[src/rtl/ctrl_pkg.sv]
// ctrl_pkg: shared constants, state/decode types and instruction field helpers
// for the ctrl_unit sequencer.
// Optional feature macro: CTRL_BRANCH_EN (enables the JZ conditional jump).
package ctrl_pkg;
  localparam int PC_W = 8;
  localparam int IW   = 16;
  localparam int NREG = 5;

  localparam logic [3:0] OP_NOP  = 4'h0;
  localparam logic [3:0] OP_LDI  = 4'h1;
  localparam logic [3:0] OP_ALU  = 4'h2;
  localparam logic [3:0] OP_JMP  = 4'h3;
  localparam logic [3:0] OP_JZ   = 4'h4;
  localparam logic [3:0] OP_HALT = 4'hF;

  localparam logic [2:0] ALU_PASS = 3'b111;
  localparam logic       MUX_IMM  = 1'b1;
  localparam logic       MUX_RF   = 1'b0;

  // field-slice positions
  localparam int OP_LSB  = 12;
  localparam int RD_LSB  = 8;
  localparam int RS_LSB  = 4;
  localparam int AOP_LSB = 0;
  localparam int IMM_LSB = 0;

  typedef enum logic [3:0] {
    S_IDLE, S_FETCH, S_DECODE, S_LD_IMM, S_RD_B,
    S_LAT_B, S_RD_A, S_EXEC, S_WB, S_HALT
  } state_t;

  // instruction class after legality filtering; illegal instructions become K_NOP
  typedef enum logic [2:0] {K_NOP, K_LDI, K_ALU, K_JMP, K_JZ, K_HALT} kind_t;

  typedef struct packed {
    kind_t kind;
    logic  legal;
  } dec_t;

  function automatic logic [3:0] f_op(input logic [IW-1:0] w);
    return w[OP_LSB +: 4];
  endfunction
  function automatic logic [3:0] f_rd(input logic [IW-1:0] w);
    return w[RD_LSB +: 4];
  endfunction
  function automatic logic [3:0] f_rs(input logic [IW-1:0] w);
    return w[RS_LSB +: 4];
  endfunction
  function automatic logic [2:0] f_aop(input logic [IW-1:0] w);
    return w[AOP_LSB +: 3];
  endfunction
  function automatic logic [7:0] f_imm(input logic [IW-1:0] w);
    return w[IMM_LSB +: 8];
  endfunction
endpackage

[src/rtl/ctrl_if.sv]
// ctrl_if: instruction-ROM and datapath control bus of ctrl_unit.
//   pc/instr        : ROM address out, ROM data back (one cycle later)
//   alu_zero        : datapath status in
//   r_wf, en_*      : register-file / operand / ALU / immediate controls
//   imm, sel_*      : immediate value, ALU op, register index, op1 source
// master = sequencer side, slave = ROM/datapath side.
interface ctrl_if;
  import ctrl_pkg::*;
  logic [PC_W-1:0] pc;
  logic [IW-1:0]   instr;
  logic            alu_zero;
  logic            r_wf;
  logic            en_rf;
  logic            en_reg;
  logic            en_alu;
  logic            en_imm;
  logic [7:0]      imm;
  logic [2:0]      sel_alu;
  logic [3:0]      sel_rf;
  logic            sel_mux;

  modport master (
    output pc, r_wf, en_rf, en_reg, en_alu, en_imm, imm, sel_alu, sel_rf, sel_mux,
    input  instr, alu_zero
  );
  modport slave (
    input  pc, r_wf, en_rf, en_reg, en_alu, en_imm, imm, sel_alu, sel_rf, sel_mux,
    output instr, alu_zero
  );
endinterface

[src/rtl/ctrl_decode.sv]
// ctrl_decode: combinational instruction classifier.
//   ir  in  : instruction word
//   dec out : {class, legal}; bad opcode or register index >= NREG_P gives
//             legal=0 and class K_NOP.
// CTRL_BRANCH_EN: when undefined, opcode 4 (JZ) is illegal.
module ctrl_decode
  import ctrl_pkg::*;
#(
  parameter int NREG_P = NREG
) (
  input  logic [IW-1:0] ir,
  output dec_t          dec
);
  localparam logic [3:0] LIM = 4'(NREG_P);

  always_comb begin
    dec.kind  = K_NOP;
    dec.legal = 1'b1;
    case (f_op(ir))
      OP_NOP:  ;
      OP_LDI:  if (f_rd(ir) < LIM) dec.kind = K_LDI; else dec.legal = 1'b0;
      OP_ALU:  if (f_rd(ir) < LIM && f_rs(ir) < LIM) dec.kind = K_ALU;
               else dec.legal = 1'b0;
      OP_JMP:  dec.kind = K_JMP;
`ifdef CTRL_BRANCH_EN
      OP_JZ:   dec.kind = K_JZ;
`else
      OP_JZ:   dec.legal = 1'b0;
`endif
      OP_HALT: dec.kind = K_HALT;
      default: dec.legal = 1'b0;
    endcase
  end
endmodule

[src/rtl/ctrl_unit.sv]
// ctrl_unit: fetch/decode sequencer driving the datapath, one micro-op per cycle.
//   clk, rst : clock, synchronous active-high reset
//   start    : 1-cycle pulse, starts at pc=0 from IDLE (ignored otherwise)
//   bus      : ctrl_if master (ROM address/data, datapath controls, alu_zero)
//   busy     : state is neither IDLE nor HALT
//   halted   : in HALT
//   illegal  : sticky bad-opcode / bad-register flag, cleared by rst
// CTRL_BRANCH_EN: enables JZ (jump when alu_zero, as left by the last EXEC).
module ctrl_unit
  import ctrl_pkg::*;
#(
  parameter int NREG_P = NREG
) (
  input  logic     clk,
  input  logic     rst,
  input  logic     start,
  ctrl_if.master   bus,
  output logic     busy,
  output logic     halted,
  output logic     illegal
);
  state_t          state, nstate;
  logic [PC_W-1:0] pc_q, pc_nxt;
  logic [IW-1:0]   ir;
  dec_t            dec;
  // last driven select values, replayed when no state drives them
  logic [3:0]      sel_rf_q;
  logic [7:0]      imm_q;
  logic [2:0]      sel_alu_q;
  logic            sel_mux_q;
  logic            unused_ir3;

  assign unused_ir3 = ir[3];

  // classify the word arriving from ROM during DECODE (IR is loaded on that edge)
  ctrl_decode #(.NREG_P(NREG_P)) u_dec (.ir(bus.instr), .dec(dec));

  always_comb begin
    pc_nxt = pc_q + PC_W'(1);
    if (dec.kind == K_JMP) pc_nxt = PC_W'(f_imm(bus.instr));
`ifdef CTRL_BRANCH_EN
    if (dec.kind == K_JZ && bus.alu_zero) pc_nxt = PC_W'(f_imm(bus.instr));
`endif
  end

`ifndef CTRL_BRANCH_EN
  logic unused_az;
  assign unused_az = bus.alu_zero;
`endif

  always_ff @(posedge clk) begin
    if (rst) begin
      state     <= S_IDLE;
      pc_q      <= '0;
      ir        <= '0;
      illegal   <= 1'b0;
      sel_rf_q  <= '0;
      imm_q     <= '0;
      sel_alu_q <= '0;
      sel_mux_q <= 1'b0;
    end else begin
      state     <= nstate;
      sel_rf_q  <= bus.sel_rf;
      imm_q     <= bus.imm;
      sel_alu_q <= bus.sel_alu;
      sel_mux_q <= bus.sel_mux;
      if (state == S_DECODE) begin
        ir   <= bus.instr;
        pc_q <= pc_nxt;
        if (!dec.legal) illegal <= 1'b1;
      end
    end
  end

  always_comb begin
    nstate      = state;
    bus.r_wf    = 1'b0;
    bus.en_rf   = 1'b0;
    bus.en_reg  = 1'b0;
    bus.en_alu  = 1'b0;
    bus.en_imm  = 1'b0;
    bus.sel_rf  = sel_rf_q;
    bus.imm     = imm_q;
    bus.sel_alu = sel_alu_q;
    bus.sel_mux = sel_mux_q;
    case (state)
      S_IDLE:   if (start) nstate = S_FETCH;
      S_FETCH:  nstate = S_DECODE;
      S_DECODE: begin
        case (dec.kind)
          K_LDI:   nstate = S_LD_IMM;
          K_ALU:   nstate = S_RD_B;
          K_HALT:  nstate = S_HALT;
          default: nstate = S_FETCH;
        endcase
      end
      S_LD_IMM: begin
        bus.en_imm = 1'b1;
        bus.imm    = f_imm(ir);
        nstate     = S_EXEC;
      end
      S_RD_B: begin
        bus.en_rf  = 1'b1;
        bus.sel_rf = f_rs(ir);
        nstate     = S_LAT_B;
      end
      S_LAT_B: begin
        bus.en_reg = 1'b1;
        nstate     = S_RD_A;
      end
      S_RD_A: begin
        bus.en_rf   = 1'b1;
        bus.sel_rf  = f_rd(ir);
        bus.sel_mux = MUX_RF;
        nstate      = S_EXEC;
      end
      S_EXEC: begin
        bus.en_alu = 1'b1;
        if (f_op(ir) == OP_LDI) begin
          bus.sel_mux = MUX_IMM;
          bus.sel_alu = ALU_PASS;
        end else begin
          bus.sel_alu = f_aop(ir);
        end
        nstate = S_WB;
      end
      S_WB: begin
        bus.en_rf  = 1'b1;
        bus.r_wf   = 1'b1;
        bus.sel_rf = f_rd(ir);
        nstate     = S_FETCH;
      end
      S_HALT:   nstate = S_HALT;
      default:  nstate = S_IDLE;
    endcase
  end

  assign bus.pc = pc_q;
  assign busy   = (state != S_IDLE) && (state != S_HALT);
  assign halted = (state == S_HALT);
endmodule
[src/flat_wrapper.sv]
// flat-port wrapper written by rule: the top's interface ports become plain ports
module ctrl_unit_flat import ctrl_pkg::*;
#(
  parameter int NREG_P = NREG
)
  (clk, rst, start, busy, halted, illegal, bus_pc, bus_r_wf, bus_en_rf, bus_en_reg, bus_en_alu, bus_en_imm, bus_imm, bus_sel_alu, bus_sel_rf, bus_sel_mux, bus_instr, bus_alu_zero);
  ctrl_if bus_i ();
  input  logic clk;
  input  logic rst;
  input  logic start;
  output logic busy;
  output logic halted;
  output logic illegal;
  output wire logic [$bits(bus_i.pc)-1:0] bus_pc;
  output wire logic [$bits(bus_i.r_wf)-1:0] bus_r_wf;
  output wire logic [$bits(bus_i.en_rf)-1:0] bus_en_rf;
  output wire logic [$bits(bus_i.en_reg)-1:0] bus_en_reg;
  output wire logic [$bits(bus_i.en_alu)-1:0] bus_en_alu;
  output wire logic [$bits(bus_i.en_imm)-1:0] bus_en_imm;
  output wire logic [$bits(bus_i.imm)-1:0] bus_imm;
  output wire logic [$bits(bus_i.sel_alu)-1:0] bus_sel_alu;
  output wire logic [$bits(bus_i.sel_rf)-1:0] bus_sel_rf;
  output wire logic [$bits(bus_i.sel_mux)-1:0] bus_sel_mux;
  input wire logic [$bits(bus_i.instr)-1:0] bus_instr;
  input wire logic [$bits(bus_i.alu_zero)-1:0] bus_alu_zero;
  assign bus_pc = bus_i.pc;
  assign bus_r_wf = bus_i.r_wf;
  assign bus_en_rf = bus_i.en_rf;
  assign bus_en_reg = bus_i.en_reg;
  assign bus_en_alu = bus_i.en_alu;
  assign bus_en_imm = bus_i.en_imm;
  assign bus_imm = bus_i.imm;
  assign bus_sel_alu = bus_i.sel_alu;
  assign bus_sel_rf = bus_i.sel_rf;
  assign bus_sel_mux = bus_i.sel_mux;
  assign bus_i.instr = bus_instr;
  assign bus_i.alu_zero = bus_alu_zero;
  ctrl_unit #(.NREG_P(NREG_P)) u_core (.clk(clk), .rst(rst), .start(start), .bus(bus_i), .busy(busy), .halted(halted), .illegal(illegal));
endmodule
[config.mk]
export PLATFORM = sky130hd
export DESIGN_NAME = ctrl_unit_flat
export DESIGN_NICKNAME = d
export VERILOG_FILES = /design/src/rtl/ctrl_pkg.sv /design/src/rtl/ctrl_if.sv /design/src/rtl/ctrl_decode.sv /design/src/rtl/ctrl_unit.sv /design/src/flat_wrapper.sv
export SDC_FILE = /design/constraint.sdc
export NUM_CORES = 1
export LEC_CHECK = 0
export CORE_MARGIN = 2
export CORE_UTILIZATION = 45
export DETAILED_ROUTE_END_ITERATION = 8
export PLACE_DENSITY = 0.79
export SLEW_MARGIN = 20
export SYNTH_ARGS = -nofsm -noshare
export SYNTH_HDL_FRONTEND = slang
export SYNTH_SLANG_ARGS = --single-unit
[constraint.sdc]
create_clock -name clk -period 2.8 [get_ports clk]
set_input_delay 0.56 -clock clk [delete_from_list [all_inputs] [get_ports clk]]
set_output_delay 0.56 -clock clk [all_outputs]
set_load 0.02 [all_outputs]
==> metrics.yaml <==
critPathArrivalTime_ns: 2.13
antenna_found_initial: 0
ioPinCount: 52
grt_pass1_vias: 1893
synth-seq-area-share: 0.408
leakage_nw: 1.16
nets: 331
rows: 25
postCtsSetupBuffers: 0
worstSkewPairLatency_ns: 0.29
dp_cells: 370
diodes: 0
relSlewSlack: 0.554
cts_resized: 2
setup_viol: 0
skew_ns: 0.00315
path_max_fanout: 12
ys.flop_type: "dfxtp_1"
clock_path_buffers: 2
critPathRequiredTime_ns: 2.24
status: "completed"
drt_first_pass_iters: 4
cts.sinks: 45
fin_crit_ns: 2.69
cp_slowest_stage_delay_ns: 0.54
initial_core_util: 0.468
crit_top_cell: "buf_4"
fmax_ghz: 0.372
end_kind: "output pin"
setup_tns_ns: 0
die_area_um2: 5480
yosysWarnings: 0
fillers: 408
hold_viol: 0
ant_nets: 0
cap_violations: 0
vias_per_cell: 5.51
synth_top_area_share: 0.408
fin_util: 0.610
post-route-period-util: 0.961
synth_area_leaders: "dfxtp_1 (41%), nand2_1 (7.6%), a21oi_1 (6.6%)"
start_kind: "flop"
rsz0062_at_grt: "no"
numPortBuffers: 50
yosys.area.top_type: "dfxtp_1"
root_buffer: "clkbuf_8"
wl_mm: 5.42
synth_cells: 258
routedWlPerCell_um: 14.4
worstPathCellList: "buf_4 -> nand2b_1 -> nor2_2 -> buf_4 -> mux2_2 -> clkdlybuf4s50_1"
overflow: 0
htreeDepth: 2
area_growth_pct: 30.5
critPathKind: "reg2out"
hp-class: "reg2reg"
power.density_nw_per_um2: 410
clk_pin_slew_ns: 0.08
synth-async-reset-ratio: 0
grt_util_all_layers: 0.210
grt_first_pass_wirelength_mm: 8.87
ir_worst_vdd_mv: 0.218
grt_max_degree: 30
drt_iter0_drc: 168
drive_gt1_frac: 0.113
syn_area_um2: 2210
cts_buffers: 5
synthTopCellsByCount: "dfxtp_1 (45), nand2_1 (45), a21oi_1 (29)"
report.final.slew_viol_count: 0
fin_cells: 376
synth_seq_cells: 45
max_slew.worst_pin.slew_ns: 0.666
tritoncts: "yes"
die_h_um: 74.1
cpMaxStageDelayCell: "clkdlybuf4s50_1"
setup_ws_ns: 0.110
synth-edff-count: 0
drc: 0
synth_cell_type_count: 47
dp_worst_setup_slack_ns: 0.258
hold_buffers: 0
hpwl_mm: 3.78
synth.net_count: 279
avgSynthCellArea_um2: 8.56
gp_congestion: 0.765
core_area_um2: 4720
die-width_um: 74.1
vias: 2071
## path summary, 6_finish.rpt
| kind | start | depth (start not counted) | slack (ns) | to |
|---|---|---|---|---|
| setup reg to reg | u_core.state[3]$_SDFFE_PP0P_ | 6 | 0.97 | u_core.bus.pc[2]$_SDFFE_PP0P_ |
| hold reg to reg | u_core.illegal$_SDFFE_PP0P_ | 2 | 0.45 | u_core.illegal$_SDFFE_PP0P_ |
| setup / recovery | u_core.state[1]$_SDFFE_PP0P_ | 6 | 0.11 | bus_imm[2] |
| hold / removal | u_core.illegal$_SDFFE_PP0P_ | 2 | 0.45 | u_core.illegal$_SDFFE_PP0P_ |
## state kept, by name, indices dropped and copies added (netlist names)
name / flops
u_core.illegal: 1
u_core.state: 4
u_core.ir: 16
u_core.sel_alu_q: 3
u_core.imm_q: 8
u_core.bus.pc: 8
u_core.sel_mux_q: 1
u_core.sel_rf_q: 4
## logic make-up after synthesis
logic type	share of synthesized area
and+or+nand+nor	0.268
AOI/OAI and AO/OA	0.204
DFF	0.408
buffers and inverters	0.0476
muxes	0.0589
xor gates and xnor gates	0.00793
adders and majority gates	0.00566
## power breakdown
| part | leakage (nW) | switching [mW] | total (mW) | internal [mW] |
|---|---|---|---|---|
| registers | 0.364 | 0.0118 | 0.665 | 0.653 |
| logic | 0.754 | 0.0814 | 0.150 | 0.0681 |
| clock network | 0.0399 | 0.202 | 0.367 | 0.164 |
| total | 1.16 | 0.296 | 1.18 | 0.885 |
## final cells by class
cell class                 instances  area (um2)  area share
sequential                        45         902       0.313
multi-input combinational        193        1210       0.421
clock buffer                       5        68.8      0.0239
clock inverter                     1        5.00     0.00174
tap                               67        83.8      0.0291
inverter                           4        15.0     0.00521
timing repair buffer              61         593       0.206
## worst max-delay path: cells and delay by family (launching register included)
| family | cells | cell delay [ns] |
|---|---|---|
| simple gates | 2 | 0.19 |
| mux | 1 | 0.38 |
| flops | 1 | 0.34 |
| buf+inv | 3 | 0.92 |
## metal layers
| layer | up-vias | share of wire | wire, um | track usage |
|---|---|---|---|---|
| met2 | 61 | 0.47 | 2560 | 0.335 |
| met4 | 0 | 0.012 | 63 | 0.0626 |
| met1 | 980 | 0.47 | 2540 | 0.285 |
| met5 | - | 0 | 0 | 0 |
| met3 | 6 | 0.046 | 250 | 0.0461 |
| li1 | 1024 | - | - | - |
## metrics by stage
stage	cell area [um2]	hold slack [ns]	total power, mW
detailed placement	2790	0.442	0.827
global route	2880	0.476	1.23
CTS	2870	0.451	1.19
floorplan	2210	0.432	0.761
finish	2880	0.449	1.18
global placement	2790	0.436	0.824
## cell usage in the layout (no fill, tap or decap), drive strengths merged, types with 2 or more instances in the layout
cell type	count
a211o	2
nor3	7
nor3b	4
nand4b	2
nor2	11
buf	11
dlymetal6s2s	4
a211oi	2
nor2b	4
clkbuf	5
nand3	2
a221o	8
and3	8
and4	2
a31oi	3
nand2b	4
and2	13
dfxtp	45
mux2i	4
o21ai	13
nand2	45
a21oi	31
nor4b	3
inv	4
clkdlybuf4s50	46
a22o	2
mux2	8
a32o	2
Note: power is estimated with default switching activity, not from simulation.
